`config.mk`:
```
export PLATFORM = sky130hd
export DESIGN_NAME = bcd_score_counter_flat
export DESIGN_NICKNAME = d
export VERILOG_FILES = /design/src/rtl/bcd_score_counter_if.sv /design/src/rtl/bcd_score_counter.sv /design/src/flat_wrapper.sv
export SDC_FILE = /design/constraint.sdc
export NUM_CORES = 1
export LEC_CHECK = 0
export ABC_AREA = 1
export ABC_CLOCK_PERIOD_IN_PS = 1300
export BUFFER_PORTS_ARGS = -buffer_cell sky130_fd_sc_hd__clkbuf_2
export CAP_MARGIN = 30
export CELL_PAD_IN_SITES_DETAIL_PLACEMENT = 0
export CELL_PAD_IN_SITES_GLOBAL_PLACEMENT = 2
export CORE_AREA = 2 2 78 80
export CTS_CLUSTER_DIAMETER = 80
export DETAILED_ROUTE_END_ITERATION = 7
export DIE_AREA = 0 0 80 82
export PLACE_DENSITY = 0.84
export SYNTH_ARGS = -nofsm -noshare
export SYNTH_HDL_FRONTEND = slang
export SYNTH_SLANG_ARGS = --single-unit
```
`constraint.sdc`:
```
create_clock -name clk -period 1.3 [get_ports clk]
set_input_delay 0.195 -clock clk [delete_from_list [all_inputs] [get_ports clk]]
set_output_delay 0.195 -clock clk [all_outputs]
set_load 0.02 [all_outputs]
```
`src/rtl/bcd_score_counter_if.sv`:
```
// Line-clear event port and score/status outputs of bcd_score_counter.
// The producer side uses master, the counter itself uses slave.
interface bcd_score_counter_if;
    logic       clear_valid;
    logic [2:0] clear_lines;
    logic       ready;
    logic       busy;
    logic       done;
    logic       dropped;
    logic       sat;
    logic [3:0] score1;
    logic [3:0] score2;
    logic [3:0] score3;
    logic [3:0] score4;

    modport master (
        output clear_valid, clear_lines,
        input  ready, busy, done, dropped, sat,
        input  score1, score2, score3, score4
    );

    modport slave (
        input  clear_valid, clear_lines,
        output ready, busy, done, dropped, sat,
        output score1, score2, score3, score4
    );
endinterface

```
`src/rtl/bcd_score_counter.sv`:
```
// Four-digit BCD score accumulator: a line-clear event loads its point value,
// then the score is stepped by one per cycle so the digits are always legal BCD.
module bcd_score_counter #(
    parameter int unsigned PTS1 = 1,
    parameter int unsigned PTS2 = 3,
    parameter int unsigned PTS3 = 5,
    parameter int unsigned PTS4 = 8
) (
    input  logic                 clk,
    input  logic                 rst,
    bcd_score_counter_if.slave   bus
);

    localparam logic [0:0] IDLE = 1'b0;
    localparam logic [0:0] ADD  = 1'b1;

    logic [0:0] state;
    logic [3:0] remaining;
    logic [3:0] d1, d2, d3, d4;
    logic       done_r, dropped_r, sat_r;

    logic       lines_ok;
    logic [3:0] pts_sel;
    logic [3:0] inc1, inc2, inc3, inc4;
    logic       c1, c2, c3, at_max, will_max;

    always_comb begin
        lines_ok = (bus.clear_lines != 3'd0) && (bus.clear_lines <= 3'd4);
        pts_sel  = 4'd0;
        case (bus.clear_lines)
            3'd1:    pts_sel = 4'(PTS1);
            3'd2:    pts_sel = 4'(PTS2);
            3'd3:    pts_sel = 4'(PTS3);
            3'd4:    pts_sel = 4'(PTS4);
            default: pts_sel = 4'd0;
        endcase
    end

    // Ripple the +1 through all four digits in a single cycle.
    always_comb begin
        c1       = (d1 == 4'd9);
        c2       = c1 && (d2 == 4'd9);
        c3       = c2 && (d3 == 4'd9);
        at_max   = c3 && (d4 == 4'd9);
        inc1     = c1 ? 4'd0 : d1 + 4'd1;
        inc2     = c1 ? ((d2 == 4'd9) ? 4'd0 : d2 + 4'd1) : d2;
        inc3     = c2 ? ((d3 == 4'd9) ? 4'd0 : d3 + 4'd1) : d3;
        inc4     = c3 ? ((d4 == 4'd9) ? 4'd0 : d4 + 4'd1) : d4;
        will_max = (inc1 == 4'd9) && (inc2 == 4'd9) && (inc3 == 4'd9) && (inc4 == 4'd9);
    end

    always_ff @(posedge clk) begin
        if (rst) begin
            state     <= IDLE;
            remaining <= 4'd0;
            d1        <= 4'd0;
            d2        <= 4'd0;
            d3        <= 4'd0;
            d4        <= 4'd0;
            done_r    <= 1'b0;
            dropped_r <= 1'b0;
            sat_r     <= 1'b0;
        end else begin
            done_r <= 1'b0;
            case (state)
                IDLE: begin
                    if (bus.clear_valid && lines_ok) begin
                        remaining <= pts_sel;
                        state     <= ADD;
                    end
                end
                ADD: begin
                    if (bus.clear_valid && lines_ok)
                        dropped_r <= 1'b1;
                    // At 9999 the value holds; the countdown and done still proceed.
                    if (at_max) begin
                        sat_r <= 1'b1;
                    end else begin
                        d1 <= inc1;
                        d2 <= inc2;
                        d3 <= inc3;
                        d4 <= inc4;
                        if (will_max)
                            sat_r <= 1'b1;
                    end
                    remaining <= remaining - 4'd1;
                    if (remaining == 4'd1) begin
                        state  <= IDLE;
                        done_r <= 1'b1;
                    end
                end
                default: state <= IDLE;
            endcase
        end
    end

    assign bus.busy    = (state == ADD);
    assign bus.ready   = (state != ADD);
    assign bus.done    = done_r;
    assign bus.dropped = dropped_r;
    assign bus.sat     = sat_r;
    assign bus.score1  = d1;
    assign bus.score2  = d2;
    assign bus.score3  = d3;
    assign bus.score4  = d4;

endmodule

```
`src/flat_wrapper.sv`:
```
// flat-port wrapper written by rule: the top's interface ports become plain ports
module bcd_score_counter_flat 
#(
    parameter int unsigned PTS1 = 1,
    parameter int unsigned PTS2 = 3,
    parameter int unsigned PTS3 = 5,
    parameter int unsigned PTS4 = 8
)
  (clk, rst, bus_clear_valid, bus_clear_lines, bus_ready, bus_busy, bus_done, bus_dropped, bus_sat, bus_score1, bus_score2, bus_score3, bus_score4);
  bcd_score_counter_if bus_i ();
  input  logic clk;
  input  logic rst;
  input wire logic [$bits(bus_i.clear_valid)-1:0] bus_clear_valid;
  input wire logic [$bits(bus_i.clear_lines)-1:0] bus_clear_lines;
  output wire logic [$bits(bus_i.ready)-1:0] bus_ready;
  output wire logic [$bits(bus_i.busy)-1:0] bus_busy;
  output wire logic [$bits(bus_i.done)-1:0] bus_done;
  output wire logic [$bits(bus_i.dropped)-1:0] bus_dropped;
  output wire logic [$bits(bus_i.sat)-1:0] bus_sat;
  output wire logic [$bits(bus_i.score1)-1:0] bus_score1;
  output wire logic [$bits(bus_i.score2)-1:0] bus_score2;
  output wire logic [$bits(bus_i.score3)-1:0] bus_score3;
  output wire logic [$bits(bus_i.score4)-1:0] bus_score4;
  assign bus_i.clear_valid = bus_clear_valid;
  assign bus_i.clear_lines = bus_clear_lines;
  assign bus_ready = bus_i.ready;
  assign bus_busy = bus_i.busy;
  assign bus_done = bus_i.done;
  assign bus_dropped = bus_i.dropped;
  assign bus_sat = bus_i.sat;
  assign bus_score1 = bus_i.score1;
  assign bus_score2 = bus_i.score2;
  assign bus_score3 = bus_i.score3;
  assign bus_score4 = bus_i.score4;
  bcd_score_counter #(.PTS1(PTS1), .PTS2(PTS2), .PTS3(PTS3), .PTS4(PTS4)) u_core (.clk(clk), .rst(rst), .bus(bus_i));
endmodule
```
## Word level (Yosys, flattened, before mapping)

Cells that the tools add are included.

| storage, ports and cells | value |
|---|---|
| flip-flop bits (word level) | 24 |
| output and inout port bits | 21 |
| logic and storage cells | 61 |
| bits of input ports | 6 |

| operators by class | value |
|---|---|
| equality and inequality tests | 14 |
| mux-type cells | 16 |
| bitwise operators | 2 |
| add/sub/neg operators | 5 |
| order comparisons | 1 |
| reductions and logical operators | 14 |

Operator list:

| kind | number |
|---|---|
| == test 4 bit (second input constant) | 8 |
| 2-to-1 mux 4 bit | 8 |
| adder 4 x 1 -> 4 bit (second input constant) | 4 |
| one-hot mux 4 bit (4 select lines) | 1 |
| logical AND 1 bit | 8 |
| one-hot mux 4 bit (2 select lines) | 1 |
| == test 3 x 2 -> 1 bit (second input constant) | 2 |
| AND reduction 2 bit | 3 |
| 2-to-1 mux 1 bit | 5 |
| == test 4 x 1 -> 1 bit (second input constant) | 1 |
| subtractor 4 x 1 -> 4 bit (second input constant) | 1 |
| == test 3 x 1 -> 1 bit (second input constant) | 1 |
| == test 3 bit (second input constant) | 1 |
| <= comparator 3 bit (second input constant) | 1 |
| nonzero test 3 bit | 1 |
| != test 2 x 1 -> 1 bit (second input constant) | 1 |
| inverter 1 bit | 2 |
| one-hot mux 1 bit (2 select lines) | 1 |
| nonzero test 2 bit | 1 |
| OR reduction 2 bit | 1 |

## Longest topological paths before layout

| depth | value |
|---|---|
| word-level depth | 9 |
| mapped depth | 13 |
| mapped depth without buffers | 13 |

## Worst setup path before layout

No wires, ideal clock.

| timing | value |
|---|---|
| path kind | register to register |
| start point | register u_core.d1[3] (netlist: u_core.bus.score1[3]) |
| end point | register u_core.d1[0] (netlist: u_core.bus.score1[0]) |
| stages on the path, launching flop included | 9 |
| path buffers | 1 |
| data arrival time | 1.470 ns |
| data required time | 1.165 ns |
| path slack | -0.305 ns |
| setup time | 0.135 ns |
| clock period less this slack | 1.605 ns |
| cell sequence | dfxtp_1 -> nand2_1 -> nor2_4 -> nand3_2 -> nor2_4 -> nor2_4 -> buf_2 -> o21ai_0 -> a21oi_1 |

| on the way | value |
|---|---|
| word-level cells in the longest chain between the ends | 6 |
| elaborated cells on any way between the ends | 7 |
| classes of those cells | eq/ne: 1; mux: 1; bitwise: 1; reduce/logical: 4 |

Ends and longest elaborated chain:

| item | line | text |
|---|---|---|
| start: declaration | bcd_score_counter.sv:19 | `logic [3:0] d1, d2, d3, d4;` |
| start signal: assignment | bcd_score_counter.sv:79 | `d1 <= inc1;` |
| == test 4 bit * | bcd_score_counter.sv:41 | `c1 = (d1 == 4'd9);` |
| logical AND 1 bit | bcd_score_counter.sv:42 | `c2 = c1 && (d2 == 4'd9);` |
| logical AND 1 bit | bcd_score_counter.sv:43 | `c3 = c2 && (d3 == 4'd9);` |
| logical AND 1 bit | bcd_score_counter.sv:44 | `at_max = c3 && (d4 == 4'd9);` |
| inverter 1 bit (no source line) | -- |  |
| AND reduction 2 bit (no source line) | -- |  |

Mark *: on every way between the ends. The rest lies on a longest branch, timed or not.
A chain may end at the register's enable or synchronous reset.

## Final worst setup path

| timing | value |
|---|---|
| start point | register u_core.d1[1] (netlist: u_core.bus.score1[1]) |
| end point | register u_core.d4[1] (netlist: u_core.bus.score4[1]) |

| on the way | value |
|---|---|
| word-level cells in the longest chain between the ends | 6 |
| elaborated cells on any way between the ends | 7 |
| classes of those cells | eq/ne: 1; mux: 1; bitwise: 1; reduce/logical: 4 |

Ends and longest elaborated chain:

| item | line | text |
|---|---|---|
| == test 4 bit * | bcd_score_counter.sv:41 |  |
| logical AND 1 bit * | bcd_score_counter.sv:42 |  |
| logical AND 1 bit * | bcd_score_counter.sv:43 |  |
| logical AND 1 bit | bcd_score_counter.sv:44 |  |
| inverter 1 bit (no source line) | -- |  |
| AND reduction 2 bit (no source line) | -- |  |
| end signal: assignment | bcd_score_counter.sv:82 | `d4 <= inc4;` |
| end: declaration | bcd_score_counter.sv:19 |  |

Marks and branches as above.

==> qor.yml <==
status:
  status: "finished with violations"
  failed_checks: "setup timing"
worst_setup_path:
  critPathKind: "flip-flop to flip-flop"
  crit_path_max_fanout: 7
  cp_cell_sequence: "inv_4 > nand2_4 > nor2_4 > buf_6 > nand3_4 > nor2_4 > nor2_4 > clkinv_4 > buf_12 > nor2_2 > a211oi_2"
  rrSetupSlack_ns: -0.28
  endpoint: "u_core.bus.score4[1]$_SDFFE_PP0P_"
  cp-end-kind: "flip-flop"
  worst_path_largest_cell_delay_ns: 0.36
  crit_top_cell: "nor2_4"
  rr_startpoint: "u_core.bus.score1[1]$_SDFFE_PP0P_"
  reg2reg_to: "u_core.bus.score4[1]$_SDFFE_PP0P_"
  required_ns: 1.51
  slowest_stage: "dfxtp_4"
  cp.arrival_ns: 1.79
  cp-startpoint: "u_core.bus.score1[1]$_SDFFE_PP0P_"
  worstRegToRegCells: 11
  start_kind: "flip-flop"
synth:
  ys_types: 31
  syn-cell-area_um2: 1500
  avgSynthCellArea_um2: 6.65
  synth.top_cells.by_area: "dfxtp_1 (32%), nand2_1 (15%), inv_1 (7.5%)"
  synth_seq_cells: 24
  postSynthCellCount: 225
  synth_common_cells: "nand2_1 (58), inv_1 (30), nor2_1 (25)"
  yosys.area.top_type: "dfxtp_1"
  syn-num-nets: 234
  ys.flop_type: "dfxtp_1"
  synth_seq_area_share: 0.321
  post-synth-top-count-cell: "nand2_1"
  synth_edf_count: 0
  synth-async-reset-ratio: 0
  yosysWarnings: 0
  synth_top_area_frac: 0.321
pwr:
  vdd_drop_max_mv: 0.393
  p_leak_nw: 1.16
  power_density_nw_per_um2: 868
  total_power_mw: 2.10
cts:
  cts_root_buf: "clkbuf_8"
  cts_max_level: 1
  cts.sinks: 24
  clockBufferDepth: 2
  numCtsBuffers: 3
  cts_tree: "built"
  clk_latency_ns: 0.28
  path_clk_slew_ns: 0.10
place:
  numPortBuffers: 26
  gp_congestion: 0.770
  dpl_cell_area_um2: 2190
  dp_hpwl_mm: 3.22
routing:
  drt_iter0_drc: 47
  via_per_inst: 4.34
  via_count: 1702
  ant_nets: 0
  wirelength_mm: 4.20
  drt_pass1_iterations: 4
  drc: 0
  wl_per_cell_um: 10.7
sta:
  tightest_slew_ns: 0.313
  post-route-period-util: 1.22
  max_clock_freq_mhz: 633
  finalSetupTns_ns: -3.90
  skew_ns: 0.00438
  maxSlewViolCount: 0
  finalSetupViolCount: 17
  finalHoldViolCount: 0
  finalCriticalPeriod_ns: 1.58
  layout_setup_ws_ns: -0.280
  rsz0062_at_grt: "yes"
  slew_headroom: 0.789
die:
  fp.dieArea_um2: 6560
  initial_core_util: 0.260
  num_rows: 28
  die_w_um: 80
  core_um2: 5750
  ios: 27
  die_h_um: 82
grt:
  grt_usage: 0.132
  grt_pass1_vias: 1556
  grt_antenna_before_repair: 0
  grt_pass1_wl_mm: 6.90
  grt_max_degree: 15
  grt_overflow: 0
layout:
  area_growth_pct: 61.5
  final_area_um2: 2420
  n_antenna_cell: 0
  fin_util: 0.421
  nets: 327
  drive_gt1_frac: 0.495
run:
  maxCapViolations: 0
min_path:
  hp-class: "primary input to flip-flop"
## flip-flops by register name (all words and copies together) (netlist names)
signal / flops
u_core.remaining: 4
u_core.bus.sat: 1
u_core.bus.score2: 4
u_core.bus.score4: 4
u_core.bus.busy: 1
u_core.bus.done: 1
u_core.bus.dropped: 1
u_core.bus.score3: 4
u_core.bus.score1: 4
## layer usage
metal / global-route usage / vias to the layer above / share of wire
li1: - / 914 / -
met3: 0.0176 / 5 / 0.026
met5: 0 / - / 0
met1: 0.172 / 757 / 0.49
met2: 0.228 / 26 / 0.47
met4: 0.0407 / 0 / 0.013
## how the worst min path moves through the flow
stage	endpoint	start	cells past startpoint	slack, ns
3_3_place_gp	u_core.bus.dropped$_SDFFE_PP0P_	u_core.bus.dropped$_SDFFE_PP0P_	1	0.45
6_report	u_core.bus.sat$_SDFFE_PP0P_	rst	3	0.29
5_1_grt	u_core.bus.sat$_SDFFE_PP0P_	rst	3	0.29
2_1_floorplan	u_core.bus.score2[3]$_SDFFE_PP0P_	rst	3	0.39
4_1_cts	u_core.bus.sat$_SDFFE_PP0P_	rst	3	0.30
3_5_place_dp	u_core.bus.dropped$_SDFFE_PP0P_	u_core.bus.dropped$_SDFFE_PP0P_	1	0.47
## what timing repair did
action,in CTS,in global routing
pin swaps,8,6
cloned,1,0
resized for setup,9,21
hold buffers,0,0
setup buffers,6,1
setup endpoints to repair,17,18
## critical path: cells and delay by family, from the launching register on
family,cells,cell delay (ns)
compound gates,1,0.13
simple gates,6,0.61
flops,1,0.36
buf+inv,4,0.41
## cells in the final DEF, fill, tap and decap left out, drive strengths merged, types with 3 or more instances in the layout
cell type	instances
ha	3
a21oi	13
a211oi	5
dfxtp	24
xor2	3
nand2	62
clkbuf	30
nand3	16
o21ai	20
buf	66
a31oi	4
nor2	31
inv	31
## final cells by class
class	count	area (µm²)
timing repair inverter	1	5.00
clock buffer	4	66.3
sequential	24	509
timing repair buffer	92	649
fill	625	3330
inverter	32	128
multi-input combinational	164	966
tap	75	93.8
## cells by family after synthesis
family	after synthesis	share of synthesized area
AO/OA/AOI/OAI	44	0.174
flip-flops	24	0.321
AND/OR/NAND/NOR	114	0.353
buffers and inverters	37	0.110
adder cells (fa/ha/maj)	3	0.0251
XOR/XNOR	3	0.0176
## stage by stage
step	std cells	hold slack, ns	setup WS [ns]
after floorplan	225	0.388	-0.148
after global placement	380	0.453	-0.266
after detailed placement	380	0.469	-0.296
after CTS	391	0.296	-0.281
after global routing	392	0.289	-0.394
final	392	0.290	-0.280
## where the power goes
part | internal, mW | total [mW] | switching (mW)
Combinational | 0.307 | 0.654 | 0.347
Clock | 0.336 | 0.610 | 0.274
Sequential | 0.790 | 0.834 | 0.0442
Power figures use the tool's default switching activity.
